$ cat config.mk
export PLATFORM = sky130hd
export DESIGN_NAME = tdm_demux1b1to4
export DESIGN_NICKNAME = d
export VERILOG_FILES = /design/src/rtl/tdm_demux1b1to4.sv
export SDC_FILE = /design/constraint.sdc
export NUM_CORES = 1
export LEC_CHECK = 0
export CAP_MARGIN = 10
export CORE_UTILIZATION = 52
export CTS_CLUSTER_SIZE = 16
export DETAILED_ROUTE_END_ITERATION = 10
export PLACE_DENSITY = 0.91
export REMOVE_ABC_BUFFERS = 1
export SLEW_MARGIN = 40
export SYNTH_ARGS = -nofsm -noshare
export SYNTH_HDL_FRONTEND = slang
export SYNTH_SLANG_ARGS = --single-unit
$ cat constraint.sdc
create_clock -name clk -period 2.85 [get_ports clk]
set_input_delay 0.4275 -clock clk [delete_from_list [all_inputs] [get_ports clk]]
set_output_delay 0.4275 -clock clk [all_outputs]
set_load 0.01 [all_outputs]
$ cat src/rtl/tdm_demux1b1to4.sv
// tdm_demux1b1to4: frame-synced 1:4 TDM demultiplexer publishing coherent 4-slot frames
module tdm_demux1b1to4 #(
  parameter int W = 1,
  parameter int MISS_LIMIT = 2
) (
  input  logic         clk,
  input  logic         rst,
  input  logic [W-1:0] din,
  input  logic         din_valid,
  input  logic         sync,
  output logic [W-1:0] a,
  output logic [W-1:0] b,
  output logic [W-1:0] c,
  output logic [W-1:0] d,
  output logic         frame_valid,
  output logic         s1,
  output logic         s2,
  output logic         locked,
  output logic         sync_err
);
  localparam logic HUNT = 1'b0;
  localparam logic LOCKED = 1'b1;
  localparam logic [2:0] ML = 3'(MISS_LIMIT);
  logic         r_state;
  logic [1:0]   r_slot;
  logic [2:0]   r_miss;
  logic [W-1:0] r_sh0, r_sh1, r_sh2;
  logic [2:0]   w_miss_nxt;
  assign w_miss_nxt = r_miss + 3'd1;
  assign locked = r_state;
  assign {s1, s2} = r_slot;
  always_ff @(posedge clk) begin
    if (rst) begin
      r_state <= HUNT;
      r_slot <= '0;
      r_miss <= '0;
      r_sh0 <= '0;
      r_sh1 <= '0;
      r_sh2 <= '0;
      a <= '0;
      b <= '0;
      c <= '0;
      d <= '0;
      frame_valid <= 1'b0;
      sync_err <= 1'b0;
    end else begin
      frame_valid <= 1'b0;
      sync_err <= 1'b0;
      if (din_valid) begin
        if (r_state == HUNT) begin
          if (sync) begin
            r_sh0 <= din;
            r_slot <= 2'd1;
            r_miss <= '0;
            r_state <= LOCKED;
          end
        end else if (sync) begin
          // a sync anywhere but slot 0 restarts the frame from this beat
          sync_err <= (r_slot != 2'd0);
          r_sh0 <= din;
          r_slot <= 2'd1;
          r_miss <= '0;
        end else if (r_slot == 2'd0 && w_miss_nxt == ML) begin
          r_state <= HUNT;
          r_slot <= '0;
          r_miss <= '0;
        end else begin
          if (r_slot == 2'd0) r_miss <= w_miss_nxt;
          if (r_slot == 2'd3) begin
            a <= r_sh0;
            b <= r_sh1;
            c <= r_sh2;
            d <= din;
            frame_valid <= 1'b1;
            r_slot <= 2'd0;
          end else begin
            r_slot <= r_slot + 2'd1;
            if (r_slot == 2'd0) r_sh0 <= din;
            if (r_slot == 2'd1) r_sh1 <= din;
            if (r_slot == 2'd2) r_sh2 <= din;
          end
        end
      end
    end
  end
endmodule

# Yosys cells after proc, flatten, opt, wreduce, memory -nomap -nowiden
# Cells that the tools add are included.
# W data, S select, Z words.
classes:
  shifts: 0
  n_reduce_logical: 14
  n_mul: 0
  div_mod_pow: 0
  n_addsub: 2
  order_cmp: 0
  bitwise_logic: 5
  n_eq_ne: 6
  n_mux: 21
op_table:
  columns: ["cell", "count"]
  rows:
  - ["$mux W3", 5]
  - ["$reduce_and A6 Y1", 2]
  - ["$mux W1", 11]
  - ["$mux W2", 5]
  - ["$reduce_and A5 Y1", 2]
  - ["$reduce_bool A2 Y1", 3]
  - ["$not A1 Y1", 5]
  - ["$reduce_or A5 Y1", 1]
  - ["$eq A2 B2 Y1 const B", 2]
  - ["$ne A2 B2 Y1 const B", 2]
  - ["$reduce_or A4 Y1", 1]
  - ["$add A3 B1 Y3 const B", 1]
  - ["$eq A3 B2 Y1 const B", 1]
  - ["$reduce_and A3 Y1", 1]
  - ["$reduce_bool A3 Y1", 1]
  - ["$add A2 B1 Y2 const B", 1]
  - ["$eq A2 B1 Y1 const B", 1]
  - ["$logic_not A2 Y1", 1]
  - ["$reduce_and A2 Y1", 1]
  - ["$logic_and A1 B1 Y1", 1]
word_totals:
  latchBits: 0
  elab_cells: 60
  ram_bits: 0
  romBits: 0
  register_bits: 15
  mem_count: 0

# Depth between registers and ports, before layout
# Gate-level depths: netlist of run 1.
logic_depth:
  ltp_word: 6
  ltp_mapped: 6

# Least setup slack after synthesis of run 1
# No wires, ideal clock.
synth_path:
  path_kind: "register to register"
  start: "register r_slot[1]"
  end: "register r_miss[1]"
  slack_ns: 1.262
  setup_time_ns: 0.071
  path_stages_with_launch: 7
  t_arrival_ns: 1.517
  required_time_ns: 2.779
  cell_sequence: "dfxtp_1 > inv_1 > ha_1 > and2_1 > o21ai_0 > or4_1 > a21oi_1"
synth_between:
  elab_chain_cells: 5
  elab_cells_between_ends: 7
synth_lines:
  columns: ["item", "line_no", "text"]
  rows:
  - ["start, declared", "25", "logic [1:0] r_slot;"]
  - ["start signal, assigned", "77", "r_slot <= r_slot + 2'd1;"]
  - ["$logic_not A2 Y1 (*)", "63, 68", null]
  - ["$logic_and A1 B1 Y1", "63", "end else if (r_slot == 2'd0 && w_miss_nxt == ML) begin"]
  - ["$mux W3", "63", null]
  - ["$mux W3", "57", "end else if (sync) begin"]
  - ["$mux W3", "50", "if (r_state == HUNT) begin"]
  - ["end signal, assigned", "68", "if (r_slot == 2'd0) r_miss <= w_miss_nxt;"]
  - ["end, declared", "26", "logic [2:0] r_miss;"]
# Every way passes the cells marked *; elsewhere a longest branch is shown, timed or not.
# A chain may end at the register's enable or synchronous reset.

# Final worst setup path of run 1
# Ends and elaborated chain as after synthesis.

==> flow_summary.json, run 1 <==
{
  "final_core_util_pct": 68.85,
  "die_x_um": 39.71,
  "core_area_um2": 1318,
  "p_int_mw": 0.2852,
  "die_y_um": 39.71,
  "clkTransAtPathRegs_ns": 0.10,
  "crit_arrival_ns": 1.99,
  "crit_buf_inv": 1,
  "regToRegSetupSlack_ns": 1.08,
  "row_count": 13,
  "crit_chain": "inv_1 > ha_1 > and2_1 > o21ai_0 > or4_1 > a21oi_1",
  "drive_above_1_share_pct": 7.447,
  "start_kind": "register",
  "ys_warn_count": 0,
  "place_ws_ns": 0.8678,
  "synth_top_area_cell": "dfxtp_1",
  "rr_endpoint": "r_miss[1]",
  "p_leak_nw": 0.3762,
  "synth-seq-cells": 15,
  "tns_ns": 0,
  "overflow": 0,
  "antenna_found_initial": 0,
  "cts_hold_buf": 0,
  "vdd_drop_max_mv": 0.2658,
  "rr_worst_depth": 6,
  "synth_flop_cell": "dfxtp_1",
  "finalHoldViolCount": 0,
  "routabilityCongestion": 0.7551,
  "cp_slowest_cell": "or4_1",
  "layout_setup_ws_ns": 1.081,
  "drv_slew": 0,
  "clock.fmax_mhz": 565.3,
  "outcome": "finished, final reports clean",
  "layout_commonest_cell": "dfxtp_1",
  "drv_cap": 0,
  "clk_latency_ns": 0.29,
  "root_buffer": "clkbuf_4",
  "ys_seq_area_share_pct": 40.61,
  "synth_area_leaders": "dfxtp_1, ha_1, mux2i_1",
  "syn_inst": 79,
  "p_sw_mw": 0.09960,
  "die_area_um2": 1577,
  "drt_first_pass_iters": 3,
  "switching_share_pct": 25.89,
  "timing.hold.ws_ns": 0.4769,
  "cts_tree": "done",
  "min_to": "r_miss[1]",
  "path_class": "reg2reg",
  "fin_crit_sh_pct": 62.07,
  "synth_edf_count": 0,
  "vias": 579,
  "drt_iter0_drc": 8,
  "combPwrFrac_pct": 10.5,
  "avgViaCountPerCell": 5.312,
  "hold_class": "reg2reg",
  "drc_errors": 0,
  "p_total_mw": 0.3847,
  "ys_types": 28,
  "grt_first_pass_wirelength_um": 2118,
  "postCtsSetupBuffers": 0,
  "grt_pass1_vias": 455,
  "area_growth_pct": 22.67,
  "syn_area_um2": 739.5,
  "slowest_delay_ns": 0.54,
  "io_pins": 14,
  "grt_usage_pct": 22.04,
  "period_needed_ns": 1.769,
  "clock-sinks": 15,
  "drt-total-wl_um": 1399,
  "layout_common_cells": "dfxtp_1, clkdlybuf4s50_1, nor2_1",
  "numPortBuffers": 13,
  "routedWlPerCell_um": 12.83,
  "r2r_start": "r_slot[1]",
  "synth_top_area_share_pct": 40.61,
  "worstHoldStart": "r_miss[1]",
  "htreeDepth": 1,
  "cts-buffers-inserted": 3,
  "slew_headroom_pct": 65.34,
  "crit_family": "simple AND/OR/NAND/NOR gates",
  "critical_path.max_fanout": 5,
  "ant_nets": 0,
  "setup_viol_count_final": 0,
  "worst_slew_pin_slew_ns": 0.5183,
  "start_util_pct": 56.13,
  "syn_area_per_cell_um2": 9.360,
  "skew_ns": 0.004591,
  "end_kind": "register",
  "p_per_area_nw_per_um2": 424.1,
  "clkPwrFrac_pct": 32.9,
  "async_reset_ff_share_pct": 0,
  "insertedDiodeCount": 0,
  "seq_power_share_pct": 56.6,
  "min_path_cells": 2,
  "cts_resized": 0,
  "required_ns": 3.07,
  "hpwl_um": 1002,
  "grt_max_degree": 17,
  "ctsLongestPathBuffers": 2,
  "rsz0062_at_grt": "no",
  "nets": 106
}
-- layer usage --
layer  wire, µm  up-vias  share of wire (%)  track usage, %
met5          0        -                  0               0
met4         32        0                2.3           12.93
met3         30        5                2.1           6.818
met2        652        7                 47           32.38
met1        683      260                 49           27.78
li1           -      307                  -               -
-- worst max-delay path by stage --
| stage | from | endpoint | slack, ns | depth (start not counted) |
|---|---|---|---|---|
| 6_report | r_slot[1] | r_miss[1] | 1.08 | 6 |
| 5_1_grt | r_slot[1] | r_miss[1] | 0.92 | 6 |
| 4_1_cts | r_slot[1] | r_miss[1] | 1.09 | 6 |
| 3_5_place_dp | din_valid | r_miss[1] | 0.87 | 4 |
| 3_3_place_gp | din_valid | r_miss[1] | 0.94 | 4 |
| 2_1_floorplan | r_slot[1] | r_miss[1] | 1.26 | 6 |
-- Yosys cell counts (2+ instances only) --
master / instances
o21ai_0: 4
o211ai_1: 2
nor2b_1: 3
inv_1: 4
or4_1: 2
dfxtp_1: 15
nand3b_1: 2
a21oi_1: 4
nor2_1: 9
nand2_1: 5
ha_1: 6
nand2b_1: 3
mux2i_1: 5
-- worst reg2reg max path, cell delays in order, from the launching register on --
cell and delay (ns):
dfxtp_1 0.37, inv_1 0.10, ha_1 0.26, and2_1 0.17
o21ai_0 0.12, or4_1 0.54, a21oi_1 0.15
-- sequential cells by signal, summed over array words and instances, names as in the netlist --
register and count:
sync_err 1, r_miss 3, b 1, r_sh2 1, c 1, d 1
frame_valid 1, r_slot 2, a 1, locked 1, r_sh0 1, r_sh1 1
-- through the flow --
step                      std cells  area [µm²]
after floorplan                  77       730.7
after global placement          105       879.6
after detailed placement        105       879.6
after CTS                       109       907.1
after global routing            109       907.1
final                           109       907.1
-- power by group through the flow --
| stage | Combinational, mW | Clock (mW) | Sequential [mW] |
|---|---|---|---|
| floorplan | 0.0190 | 0 | 0.223 |
| global route | 0.0449 | 0.141 | 0.218 |
| global placement | 0.0389 | 0 | 0.222 |
| CTS | 0.0403 | 0.133 | 0.218 |
| finish | 0.0403 | 0.127 | 0.218 |
| detailed placement | 0.0399 | 0 | 0.223 |
-- cells by family (layout without fill, tap and decap cells) --
| family | count (synthesis) | after routing | share of synthesized area, % |
|---|---|---|---|
| AOI/OAI and AO/OA | 16 | 16 | 14.55 |
| xor gates and xnor gates | 1 | 1 | 2.200 |
| adders and majority gates | 6 | 6 | 10.15 |
| buffers and inverters | 6 | 21 | 3.213 |
| DFF | 15 | 15 | 40.61 |
| muxes | 5 | 5 | 6.768 |
| and+or+nand+nor | 30 | 30 | 22.51 |
-- layout make-up --
type | count | area [µm²]
well taps | 15 | 18.77
multi-input cells | 58 | 415.4
clock buffers | 3 | 22.52
fillers | 110 | 410.4
inverters | 4 | 15.01
clock inverters | 1 | 5.005
repair buffers | 13 | 130.1
flip-flops and latches | 15 | 300.3
Power figures use the tool's default switching activity.
==> run 2: changes to the inputs <==
- CORE_UTILIZATION: 52 -> 44
- PLACE_DENSITY: 0.91 -> 0.83
- clock period: 2.85 -> 1.6 ns (I/O delays scaled with it)
==> run 2 against run 1 <==
Effect of this change:
- the flow now finishes with violations (setup timing)
- global-route usage down 3.7 points
- power increased by 90%
- non-clock buffer count grew 15
- sequential power increased by 77%
- core utilization grew 3.3 points
- largest power group unchanged
- combinational power grew to 2.7 times the previous value
- routed wire length grew 31%
==> flow_summary.json, run 2 (synthesized netlist as in run 1, its figures left out) <==
{
  "drt-total-wl_um": 1839,
  "crit_chain": "ha_4 > xor2_4 > nor2b_1 > o41ai_1 > buf_4 > mux2i_1",
  "drv_slew": 0,
  "drt_iter0_drc": 9,
  "critical_path.max_fanout": 3,
  "hold_class": "reg2reg",
  "grt_pass1_vias": 575,
  "die_y_um": 43.00,
  "seq_power_share_pct": 52.9,
  "combPwrFrac_pct": 15.1,
  "clkPwrFrac_pct": 32.0,
  "place_area_um2": 970.9,
  "largest_register_ffs": 3,
  "vias": 671,
  "dp_cells": 118,
  "final_cell_area_um2": 1112,
  "hpwl_um": 1102,
  "worst_slew_pin_slew_ns": 0.4235,
  "skew_ns": 0.004850,
  "vdd_drop_max_mv": 0.5962,
  "grt_max_degree": 17,
  "start_util_pct": 47.97,
  "drive_above_1_share_pct": 32.11,
  "area_growth_pct": 50.42,
  "rsz0062_at_grt": "yes",
  "io_pins": 14,
  "htreeDepth": 1,
  "place_ws_ns": -0.08583,
  "top_register": "r_miss",
  "ctsLongestPathBuffers": 2,
  "slowest_delay_ns": 0.43,
  "p_leak_nw": 0.4779,
  "antenna_found_initial": 0,
  "numPortBuffers": 13,
  "drt_first_pass_iters": 4,
  "root_buffer": "clkbuf_4",
  "drc_errors": 0,
  "clk_latency_ns": 0.30,
  "end_kind": "register",
  "clock-sinks": 15,
  "path_class": "reg2reg",
  "core_area_um2": 1541,
  "period_needed_ns": 1.681,
  "largest_registers": "r_miss x3, r_slot x2",
  "instances_no_fill": 125,
  "outcome": "finished with violations",
  "row_count": 14,
  "cts_hold_buf": 0,
  "layout_common_cells": "buf_4, clkdlybuf4s50_1, dfxtp_1",
  "setup_viol_count_final": 2,
  "cp_slowest_cell": "o41ai_1",
  "p_int_mw": 0.5308,
  "clock.fmax_mhz": 595.0,
  "start_kind": "register",
  "p_per_area_nw_per_um2": 656.3,
  "violations": "setup timing",
  "overflow": 0,
  "ant_nets": 0,
  "avgViaCountPerCell": 5.368,
  "grt_first_pass_wirelength_um": 2559,
  "cts_tree": "done",
  "final_core_util_pct": 72.16,
  "clkTransAtPathRegs_ns": 0.10,
  "routedWlPerCell_um": 14.71,
  "die_x_um": 43.00,
  "fillerInstances": 108,
  "p_sw_mw": 0.1992,
  "regArea_um2": 305.3,
  "required_ns": 1.83,
  "layout_setup_ws_ns": -0.08059,
  "multiInputGateArea_um2": 493.0,
  "slew_headroom_pct": 71.39,
  "crit_arrival_ns": 1.91,
  "die_area_um2": 1849,
  "fin_crit_sh_pct": 105.0,
  "finalHoldViolCount": 0,
  "cts-buffers-inserted": 3,
  "routabilityCongestion": 0.7802,
  "tns_ns": -0.1081,
  "switching_share_pct": 27.29,
  "grt_usage_pct": 18.38,
  "drv_cap": 0,
  "nets": 121,
  "insertedDiodeCount": 0,
  "layout_commonest_cell": "buf_4"
}
==> run 2: path summary, 6_finish.rpt <==
kind | start | endpoint | slack, ns | cells after the start
max reg2reg | r_miss[1] | r_sh0 | -0.08 | 6
min | r_sh0 | r_sh0 | 0.50 | 2
max | r_miss[1] | r_sh0 | -0.08 | 6
min reg2reg | r_sh0 | r_sh0 | 0.50 | 2
==> run 2: area by class of cell <==
cell class	count	area share, %
multi-input combinational	58	44.32
sequential	15	27.45
timing repair buffer	28	22.38
clock buffer	3	2.025
tap	16	1.800
inverter	4	1.575
clock inverter	1	0.4499
==> run 2: what timing repair did <==
item | 4_1_cts | 5_1_grt
endpoints found under the hold margin | 0 | 0
setup endpoints to repair | 2 | 6
pin swaps | 1 | 5
gates resized for setup | 2 | 22
buffers inserted | 0 | 3
==> run 2: power by group through the flow <==
stage / Sequential (mW) / Combinational, mW / Clock, mW
2_1_floorplan: 0.397 / 0.0339 / 0
3_3_place_gp: 0.393 / 0.0893 / 0
3_5_place_dp: 0.394 / 0.0930 / 0
4_1_cts: 0.385 / 0.0983 / 0.238
5_1_grt: 0.388 / 0.119 / 0.253
6_report: 0.386 / 0.110 / 0.233
==> run 2: critical path, delay by kind of cell (launching register included) <==
kind / cells / cell delay (ns)
muxes: 1 / 0.16
and+or+nand+nor: 1 / 0.08
adders and majority gates: 1 / 0.17
DFF: 1 / 0.37
AOI/OAI and AO/OA: 1 / 0.43
xor gates and xnor gates: 1 / 0.21
buffers and inverters: 1 / 0.20
==> run 2: per-layer routing <==
layer  track usage, %  up-vias  wire [µm]
li1                 -      341          -
met1            24.40      314        847
met2            30.00       14        928
met3            2.553        2         39
met4            7.273        0         24
met5                0        -          0
==> run 2: metrics by stage <==
stage | hold WS (ns) | total power [mW]
finish | 0.4955 | 0.7300
global route | 0.5239 | 0.7593
CTS | 0.4931 | 0.7211
detailed placement | 0.4733 | 0.4865
global placement | 0.4632 | 0.4827
floorplan | 0.3091 | 0.4310
==> run 3: changes to the inputs <==
- CORE_MARGIN: default -> 4
==> run 3 against run 2 <==
Effect of this change:
- the run now ends clean
- register-to-register slack gained 0.14 ns
- via count grew 2.5%
- die area grew 30%
- non-clock buffer count is the same
- largest power group unchanged
- highest routed layer unchanged
==> flow_summary.json, run 3 (synthesized netlist as in run 1, its figures left out) <==
{
  "core_area_um2": 1541,
  "p_int_mw": 0.5336,
  "antenna_found_initial": 0,
  "seq_power_share_pct": 53.5,
  "p_sw_mw": 0.1857,
  "worst_slew_pin_slew_ns": 0.3808,
  "min_path_cells": 2,
  "layout_common_cells": "buf_4, dfxtp_1, clkdlybuf4s50_1",
  "routedWlPerCell_um": 13.70,
  "slowest_delay_ns": 0.54,
  "largest_register_ffs": 3,
  "p_leak_nw": 0.4762,
  "cts_tree": "done",
  "drt-total-wl_um": 1713,
  "clock-sinks": 15,
  "ant_nets": 0,
  "clkTransAtPathRegs_ns": 0.09,
  "finalHoldViolCount": 0,
  "crit_chain": "buf_4 > clkdlybuf4s50_1",
  "skew_ns": 0.002340,
  "outcome": "finished, final reports clean",
  "drc_errors": 0,
  "clk_latency_ns": 0.28,
  "nets": 121,
  "path_class": "reg2out",
  "die_area_um2": 2401,
  "cts-buffers-inserted": 3,
  "slew_headroom_pct": 74.26,
  "insertedDiodeCount": 0,
  "ctsLongestPathBuffers": 2,
  "hpwl_um": 1121,
  "row_count": 14,
  "start_kind": "register",
  "combPwrFrac_pct": 15.8,
  "vdd_drop_max_mv": 0.4751,
  "fillerInstances": 114,
  "cts_hold_buf": 0,
  "switching_share_pct": 25.82,
  "io_pins": 14,
  "overflow": 0,
  "min_to": "d",
  "vias": 688,
  "place_area_um2": 978.4,
  "grt_usage_pct": 13.76,
  "numPortBuffers": 13,
  "worstHoldStart": "d",
  "largest_registers": "r_miss x3, r_slot x2",
  "crit_arrival_ns": 1.31,
  "regArea_um2": 304.0,
  "rr_endpoint": "r_miss[1]",
  "regToRegSetupSlack_ns": 0.06,
  "critical_path.max_fanout": 4,
  "r2r_start": "r_slot[1]",
  "clkPwrFrac_pct": 30.7,
  "cp_slowest_cell": "clkdlybuf4s50_1",
  "setup_viol_count_final": 0,
  "layout_commonest_cell": "buf_4",
  "drv_cap": 0,
  "drv_slew": 0,
  "clock.fmax_mhz": 644.2,
  "multiInputGateArea_um2": 476.7,
  "drt_first_pass_iters": 4,
  "hold_class": "reg2reg",
  "grt_max_degree": 17,
  "top_register": "r_miss",
  "avgViaCountPerCell": 5.504,
  "root_buffer": "clkbuf_4",
  "grt_first_pass_wirelength_um": 2670,
  "grt_pass1_vias": 633,
  "die_y_um": 49.00,
  "htreeDepth": 1,
  "die_x_um": 49.00,
  "routabilityCongestion": 0.8379,
  "end_kind": "primary output",
  "drive_above_1_share_pct": 30.28,
  "drt_iter0_drc": 19,
  "period_needed_ns": 1.552,
  "required_ns": 1.36,
  "final_cell_area_um2": 1092,
  "timing.hold.ws_ns": 0.4997,
  "rr_worst_depth": 6,
  "fin_crit_sh_pct": 97.02,
  "p_per_area_nw_per_um2": 658.5,
  "area_growth_pct": 47.72,
  "start_util_pct": 47.97
}
## run 3: what timing repair did
item                       4_1_cts  5_1_grt
cloned                           0        0
gates resized for setup          2       17
setup endpoints to repair        1        6
setup buffers                    1        1
pin swaps                        1        6
## run 3: metrics by stage
stage	instances	setup WS, ns	total power [mW]	util [%]	setup TNS [ns]
5_1_grt	125	-0.004347	0.7548	70.86	-0.006379
4_1_cts	124	0.01400	0.7088	65.91	0
6_report	125	0.04763	0.7192	70.86	0
3_5_place_dp	119	-0.09129	0.4881	63.47	-0.1320
2_1_floorplan	77	0.01398	0.4310	-	0
3_3_place_gp	119	-0.04493	0.4866	63.47	-0.04493
## run 3: worst max path at each step
| stage | depth (start not counted) | to | startpoint |
|---|---|---|---|
| after detailed placement | 4 | r_miss[1] | din_valid |
| after global placement | 4 | r_miss[1] | din_valid |
| after global routing | 6 | r_miss[1] | r_slot[1] |
| final | 2 | s1 | r_slot[1] |
| after CTS | 6 | r_miss[1] | r_slot[0] |
| after floorplan | 6 | r_miss[1] | r_slot[1] |
## run 3: per-layer routing
layer	GRT usage, %	up-vias	part of all wire, %
li1	-	341	-
met1	17.04	305	43
met2	22.39	31	49
met5	0	-	0
met4	6.726	0	3.2
met3	2.752	11	5.1
## run 3: power groups by stage
stage / logic (mW) / clock network (mW) / registers (mW)
final: 0.114 / 0.221 / 0.385
after global routing: 0.123 / 0.246 / 0.386
after CTS: 0.102 / 0.223 / 0.383
after detailed placement: 0.0960 / 0 / 0.392
after global placement: 0.0950 / 0 / 0.392
after floorplan: 0.0339 / 0 / 0.397
## run 3: layout make-up
type	count	area share, %
timing repair buffer	28	22.79
inverter	4	1.375
sequential	15	27.84
clock inverter	1	0.4582
multi-input combinational	58	43.64
tap	16	1.833
clock buffer	3	2.062
## run 3: critical path: cells and delay by family, from the launching register on
| family | cells | cell delay, ns |
|---|---|---|
| buffers and inverters | 2 | 0.67 |
| DFF | 1 | 0.35 |
